$ cat src/rtl/ntsc_pack_pkg.sv
// rtl/ntsc_pack_pkg.sv - shared ntsc constants and pack state encodings
package ntsc_pack_pkg;

    localparam int PIX_W          = 18;
    localparam int WORD_W         = 36;
    localparam int CNT_W          = 10;
    localparam int H_PIXELS_DEF   = 640;
    localparam int V_LINES_DEF    = 480;
    localparam logic [PIX_W-1:0] PAD_DEF = 18'h0;

    typedef enum logic [1:0] {
        ST_IDLE = 2'd0,
        ST_EVEN = 2'd1,
        ST_ODD  = 2'd2
    } pack_state_t;

endpackage

$ cat src/rtl/ntsc_pack.sv
// rtl/ntsc_pack.sv - pairs 18-bit YCrCb pixels into 36-bit words with line/word coordinates
module ntsc_pack
    import ntsc_pack_pkg::*;
#(
    parameter int                H_PIXELS = H_PIXELS_DEF,
    parameter int                V_LINES  = V_LINES_DEF,
    parameter logic [PIX_W-1:0]  PAD      = PAD_DEF
) (
    input  logic                 clock_65mhz,
    input  logic                 reset,
    input  logic                 pixel_valid,
    input  logic [PIX_W-1:0]     pixel_data,
    input  logic                 sof,
    input  logic                 sol,
    output logic                 ntsc_flag,
    output logic [WORD_W-1:0]    ntsc_pixels,
    output logic [CNT_W-1:0]     ntsc_x,
    output logic [CNT_W-1:0]     ntsc_y,
    output logic                 line_overrun
);

    localparam logic [CNT_W-1:0] W_HALF = CNT_W'(H_PIXELS / 2);
    localparam logic [CNT_W-1:0] V_MAX  = CNT_W'(V_LINES);

    pack_state_t          r_state;
    logic [CNT_W-1:0]     r_line;
    logic [CNT_W-1:0]     r_word;
    logic [PIX_W-1:0]     r_held;

    pack_state_t          w_state_nx;
    logic [CNT_W-1:0]     w_line_nx;
    logic [CNT_W-1:0]     w_word_nx;
    logic [PIX_W-1:0]     w_held_nx;
    logic                 w_overrun_nx;
    logic                 w_emit;
    logic [WORD_W-1:0]    w_emit_word;

    always_comb begin
        w_state_nx   = r_state;
        w_line_nx    = r_line;
        w_word_nx    = r_word;
        w_held_nx    = r_held;
        w_overrun_nx = line_overrun;
        w_emit       = 1'b0;
        w_emit_word  = '0;

        case (r_state)
            ST_IDLE: begin
                if (sof) begin
                    w_line_nx = '0;
                    w_word_nx = '0;
                    if (pixel_valid) begin
                        w_held_nx  = pixel_data;
                        w_state_nx = ST_ODD;
                    end else begin
                        w_state_nx = ST_EVEN;
                    end
                end
            end
            default: begin
                if (sof || sol) begin
                    // Boundary: flush a lone held pixel with the pre-boundary coordinates.
                    if (r_state == ST_ODD) begin
                        w_emit      = 1'b1;
                        w_emit_word = {r_held, PAD};
                    end
                    if (sof)
                        w_line_nx = '0;
                    else if (r_line < V_MAX)
                        w_line_nx = r_line + CNT_W'(1);
                    w_word_nx  = '0;
                    w_state_nx = ST_EVEN;
                    if (pixel_valid) begin
                        if (w_line_nx >= V_MAX) begin
                            w_overrun_nx = 1'b1;
                        end else begin
                            w_held_nx  = pixel_data;
                            w_state_nx = ST_ODD;
                        end
                    end
                end else if (pixel_valid) begin
                    if (r_word >= W_HALF || r_line >= V_MAX) begin
                        w_overrun_nx = 1'b1;
                    end else if (r_state == ST_EVEN) begin
                        w_held_nx  = pixel_data;
                        w_state_nx = ST_ODD;
                    end else begin
                        w_emit      = 1'b1;
                        w_emit_word = {r_held, pixel_data};
                        w_word_nx   = r_word + CNT_W'(1);
                        w_state_nx  = ST_EVEN;
                    end
                end
            end
        endcase
    end

    always_ff @(posedge clock_65mhz) begin
        if (reset) begin
            r_state      <= ST_IDLE;
            r_line       <= '0;
            r_word       <= '0;
            r_held       <= '0;
            ntsc_flag    <= 1'b0;
            ntsc_pixels  <= '0;
            ntsc_x       <= '0;
            ntsc_y       <= '0;
            line_overrun <= 1'b0;
        end else begin
            r_state      <= w_state_nx;
            r_line       <= w_line_nx;
            r_word       <= w_word_nx;
            r_held       <= w_held_nx;
            line_overrun <= w_overrun_nx;
            ntsc_flag    <= w_emit;
            if (w_emit) begin
                ntsc_pixels <= w_emit_word;
                ntsc_x      <= r_word;
                ntsc_y      <= r_line;
            end
        end
    end

endmodule

$ cat config.mk
export PLATFORM = sky130hd
export DESIGN_NAME = ntsc_pack
export DESIGN_NICKNAME = d
export VERILOG_FILES = /design/src/rtl/ntsc_pack_pkg.sv /design/src/rtl/ntsc_pack.sv
export SDC_FILE = /design/constraint.sdc
export NUM_CORES = 1
export LEC_CHECK = 0
export BUFFER_PORTS_ARGS = -buffer_cell sky130_fd_sc_hd__buf_2
export CORE_MARGIN = 8
export CORE_UTILIZATION = 49
export CTS_CLUSTER_DIAMETER = 80
export DETAILED_ROUTE_END_ITERATION = 10
export PLACE_DENSITY = 0.85
export SYNTH_ARGS = -nofsm -noshare
export SYNTH_HDL_FRONTEND = slang
export SYNTH_SLANG_ARGS = --single-unit
$ cat constraint.sdc
create_clock -name clock_65mhz -period 2.1 [get_ports clock_65mhz]
set_clock_uncertainty 0.15 [all_clocks]
set_input_delay 0.21 -clock clock_65mhz [delete_from_list [all_inputs] [get_ports clock_65mhz]]
set_output_delay 0.21 -clock clock_65mhz [all_outputs]
set_load 0.02 [all_outputs]
==> results.yml <==
run_status:
  outcome: "finished clean"
finish:
  syn2layout_area_growth_pct: 28.8
  fin_nets: 563
  final_cells: 646
  layout_commonest_cell: "dfxtp_1"
  final_cell_mix: "dfxtp_1 (90), buf_2 (80), nand2b_1 (75)"
  final_core_util: 0.649
  drive_gt1_frac: 0.277
  antenna_cells: 0
floorplan:
  io_pins: 81
  fp-row-count: 33
  die_area_mm2: 0.0116
  fp.dieW_um: 108
  die_h_um: 108
  coreArea_mm2: 0.00822
  initial_core_util: 0.504
worst_setup_path:
  crit_family: "compound AO/OA/AOI/OAI gates"
  cp_max_fo: 5
  path_buf_inv: 1
  end_kind: "flip-flop"
  cp-start-kind: "flip-flop"
  cp.arrival_ps: 2180
  r2r_cells: 6
  worst_path_max_delay_cell: "or4_4"
  reg2reg_from: "r_line[8]"
  r2r-end: "r_held[12]"
  worst-setup-path-type: "reg2reg"
  crit_chain: "a41o_1 > or4_4 > a211oi_4 > a21oi_4 > clkbuf_16 > mux2i_1"
  reg2reg_setup_slack_ps: 30
  cp.required_ps: 2210
  cpPeakStageDelay_ps: 430
placement:
  port_buffers: 80
  placedCellCount: 608
  gp_congestion: 0.910
  dp_hpwl_um: 6730
grt:
  grt_overflow: 0
  grt_antenna_before_repair: 0
  grt_pass1_wl_um: 16400
  grt_max_degree: 41
  track_usage: 0.175
  grt_pass1_vias: 3382
run:
  drv_cap: 0
yosys:
  synth_ff_type: "dfxtp_1"
  synth_edf_count: 0
  synth_area_mm2: 0.00414
  ys_async_sr_fraction: 0
  syn-num-nets: 450
  ys_ff_latch: 98
  synth.yosys.warnings: 0
  seq_area_frac_synth: 0.474
  syn_inst: 423
  synth.avg_cell_area_um2: 9.78
  synth_cell_type_count: 43
sta:
  setup_violations: 0
  holdWs_ps: 145
  hold_viol_final: 0
  relSlewSlack: 0.583
  max_freq_ghz: 0.482
  rsz0062_at_grt: "true"
  slew_violations: 0
  finalCritPeriodShare: 0.988
  tightest_slew_ps: 609
  fin_crit_ps: 2070
clock_network:
  clk_pin_slew_ps: 90
  cts_root_buf: "clkbuf_8"
  cts_sinks: 98
  cts_buffers: 9
  cts_tree: "yes"
  cts_buffer_depth: 2
  clock_latency_ps: 360
  h-tree-depth: 3
detailed_routing:
  drt_iter0_markers: 173
  vias: 3421
  ant_nets: 0
  vias_per_cell: 5.30
  drt-wirelength-per-cell_um: 15.7
  first_pass_iters: 4
  drc: 0
  wirelength_um: 10200
power:
  finalPower_mw: 3.77
  vdd_ir_drop_max_mv: 0.423
  p_per_area_mw_per_mm2: 707
  p_leak_nw: 2.23
min_path:
  hold_start: "sof"
  hold_path_class: "in2reg"
  min_path_cells: 3
  min_to: "r_line[8]"
per-layer routing:
layer / vias up / global-route usage / share of wire
met5: - / 0 / 0
met4: 0 / 0.0605 / 0.0093
met3: 10 / 0.0455 / 0.064
li1: 1708 / - / -
met2: 97 / 0.283 / 0.48
met1: 1606 / 0.220 / 0.44
sequential cells by signal, indices dropped and copies added, names as in the netlist:
name          cells
ntsc_x           10
r_held           18
ntsc_y           10
ntsc_pixels      36
r_state           2
line_overrun      1
ntsc_flag         1
r_line           10
r_word           10
cell usage after synthesis, types with 2 or more instances:
cell type | instances | area (µm²)
a2111oi_0 | 4 | 35.0
a211o_1 | 2 | 17.5
a211oi_1 | 3 | 22.5
a21oi_1 | 8 | 40.0
a22o_1 | 18 | 158
and4_1 | 2 | 17.5
buf_1 | 2 | 7.51
buf_2 | 3 | 15.0
clkbuf_1 | 21 | 78.8
clkbuf_2 | 3 | 15.0
dfxtp_1 | 98 | 1960
ha_1 | 4 | 50.1
inv_1 | 6 | 22.5
mux2i_1 | 37 | 370
nand2_1 | 9 | 33.8
nand2b_1 | 75 | 469
nand3_1 | 8 | 40.0
nand4_1 | 5 | 31.3
nand4b_1 | 20 | 175
nor2_1 | 27 | 101
nor3_1 | 6 | 30.0
nor3b_1 | 2 | 15.0
o211ai_1 | 2 | 15.0
o21a_1 | 2 | 15.0
o21ai_0 | 24 | 120
o31ai_1 | 2 | 15.0
xnor2_1 | 8 | 70.1
xor2_1 | 7 | 61.3
worst reg2reg max path: cells and delay by family, from the launching register on:
kind                   cells  cell delay (ps)
and+or+nand+nor            1              430
buffers and inverters      1              190
DFF                        1              350
AOI/OAI and AO/OA          3              720
muxes                      1              120
report_power, final:
part / switching, mW / internal (mW)
clock: 0.666 / 0.674
combinational: 0.261 / 0.230
sequential: 0.0290 / 1.91
total: 0.956 / 2.81
metrics by stage:
stage	setup slack, ps	instance area [µm²]	TNS (ps)
global placement	31.7	4790	0
detailed placement	-70.1	4790	-1500
floorplan	-4.73	4150	-47.3
finish	26.2	5330	0
global route	-30.2	5330	-324
CTS	13.4	5190	0
cell type report:
cell class | count | area [µm²]
Clock buffer | 10 | 128
Clock inverter | 6 | 88.8
Fill cell | 647 | 2890
Multi-Input combinational cell | 288 | 2070
Tap cell | 105 | 131
Timing Repair Buffer | 133 | 911
Sequential cell | 98 | 1970
Inverter | 6 | 22.5
worst max-delay path by stage:
stage / slack (ps) / start / to / cells after the start
after floorplan: -5 / r_line[6] / r_held[10] / 8
after global placement: 30 / r_line[6] / ntsc_pixels[10] / 5
after detailed placement: -70 / r_line[6] / ntsc_y[4] / 6
after CTS: 10 / r_line[4] / r_held[8] / 6
after global routing: -30 / r_line[4] / r_held[10] / 6
final: 30 / r_line[8] / r_held[12] / 6
kinds of logic (layout without fill, tap and decap cells):
family / count (synthesis) / after routing / synth area share
simple gates: 162 / 162 / 0.235
buf+inv: 37 / 155 / 0.0411
xor+xnor: 15 / 15 / 0.0317
mux: 37 / 37 / 0.0895
compound gates: 70 / 70 / 0.117
flops: 98 / 98 / 0.474
fa+ha+maj: 4 / 4 / 0.0121
what timing repair did:
action                                 in CTS  in global routing
endpoints found under the hold margin      36                  0
pin swaps                                   1                  4
gates resized for setup                     1                 21
setup endpoints to repair                  46                 73
setup buffers                               1                  0
cloned                                      0                  3
hold buffers                               18                  0
Note: power is estimated with default switching activity, not from simulation.
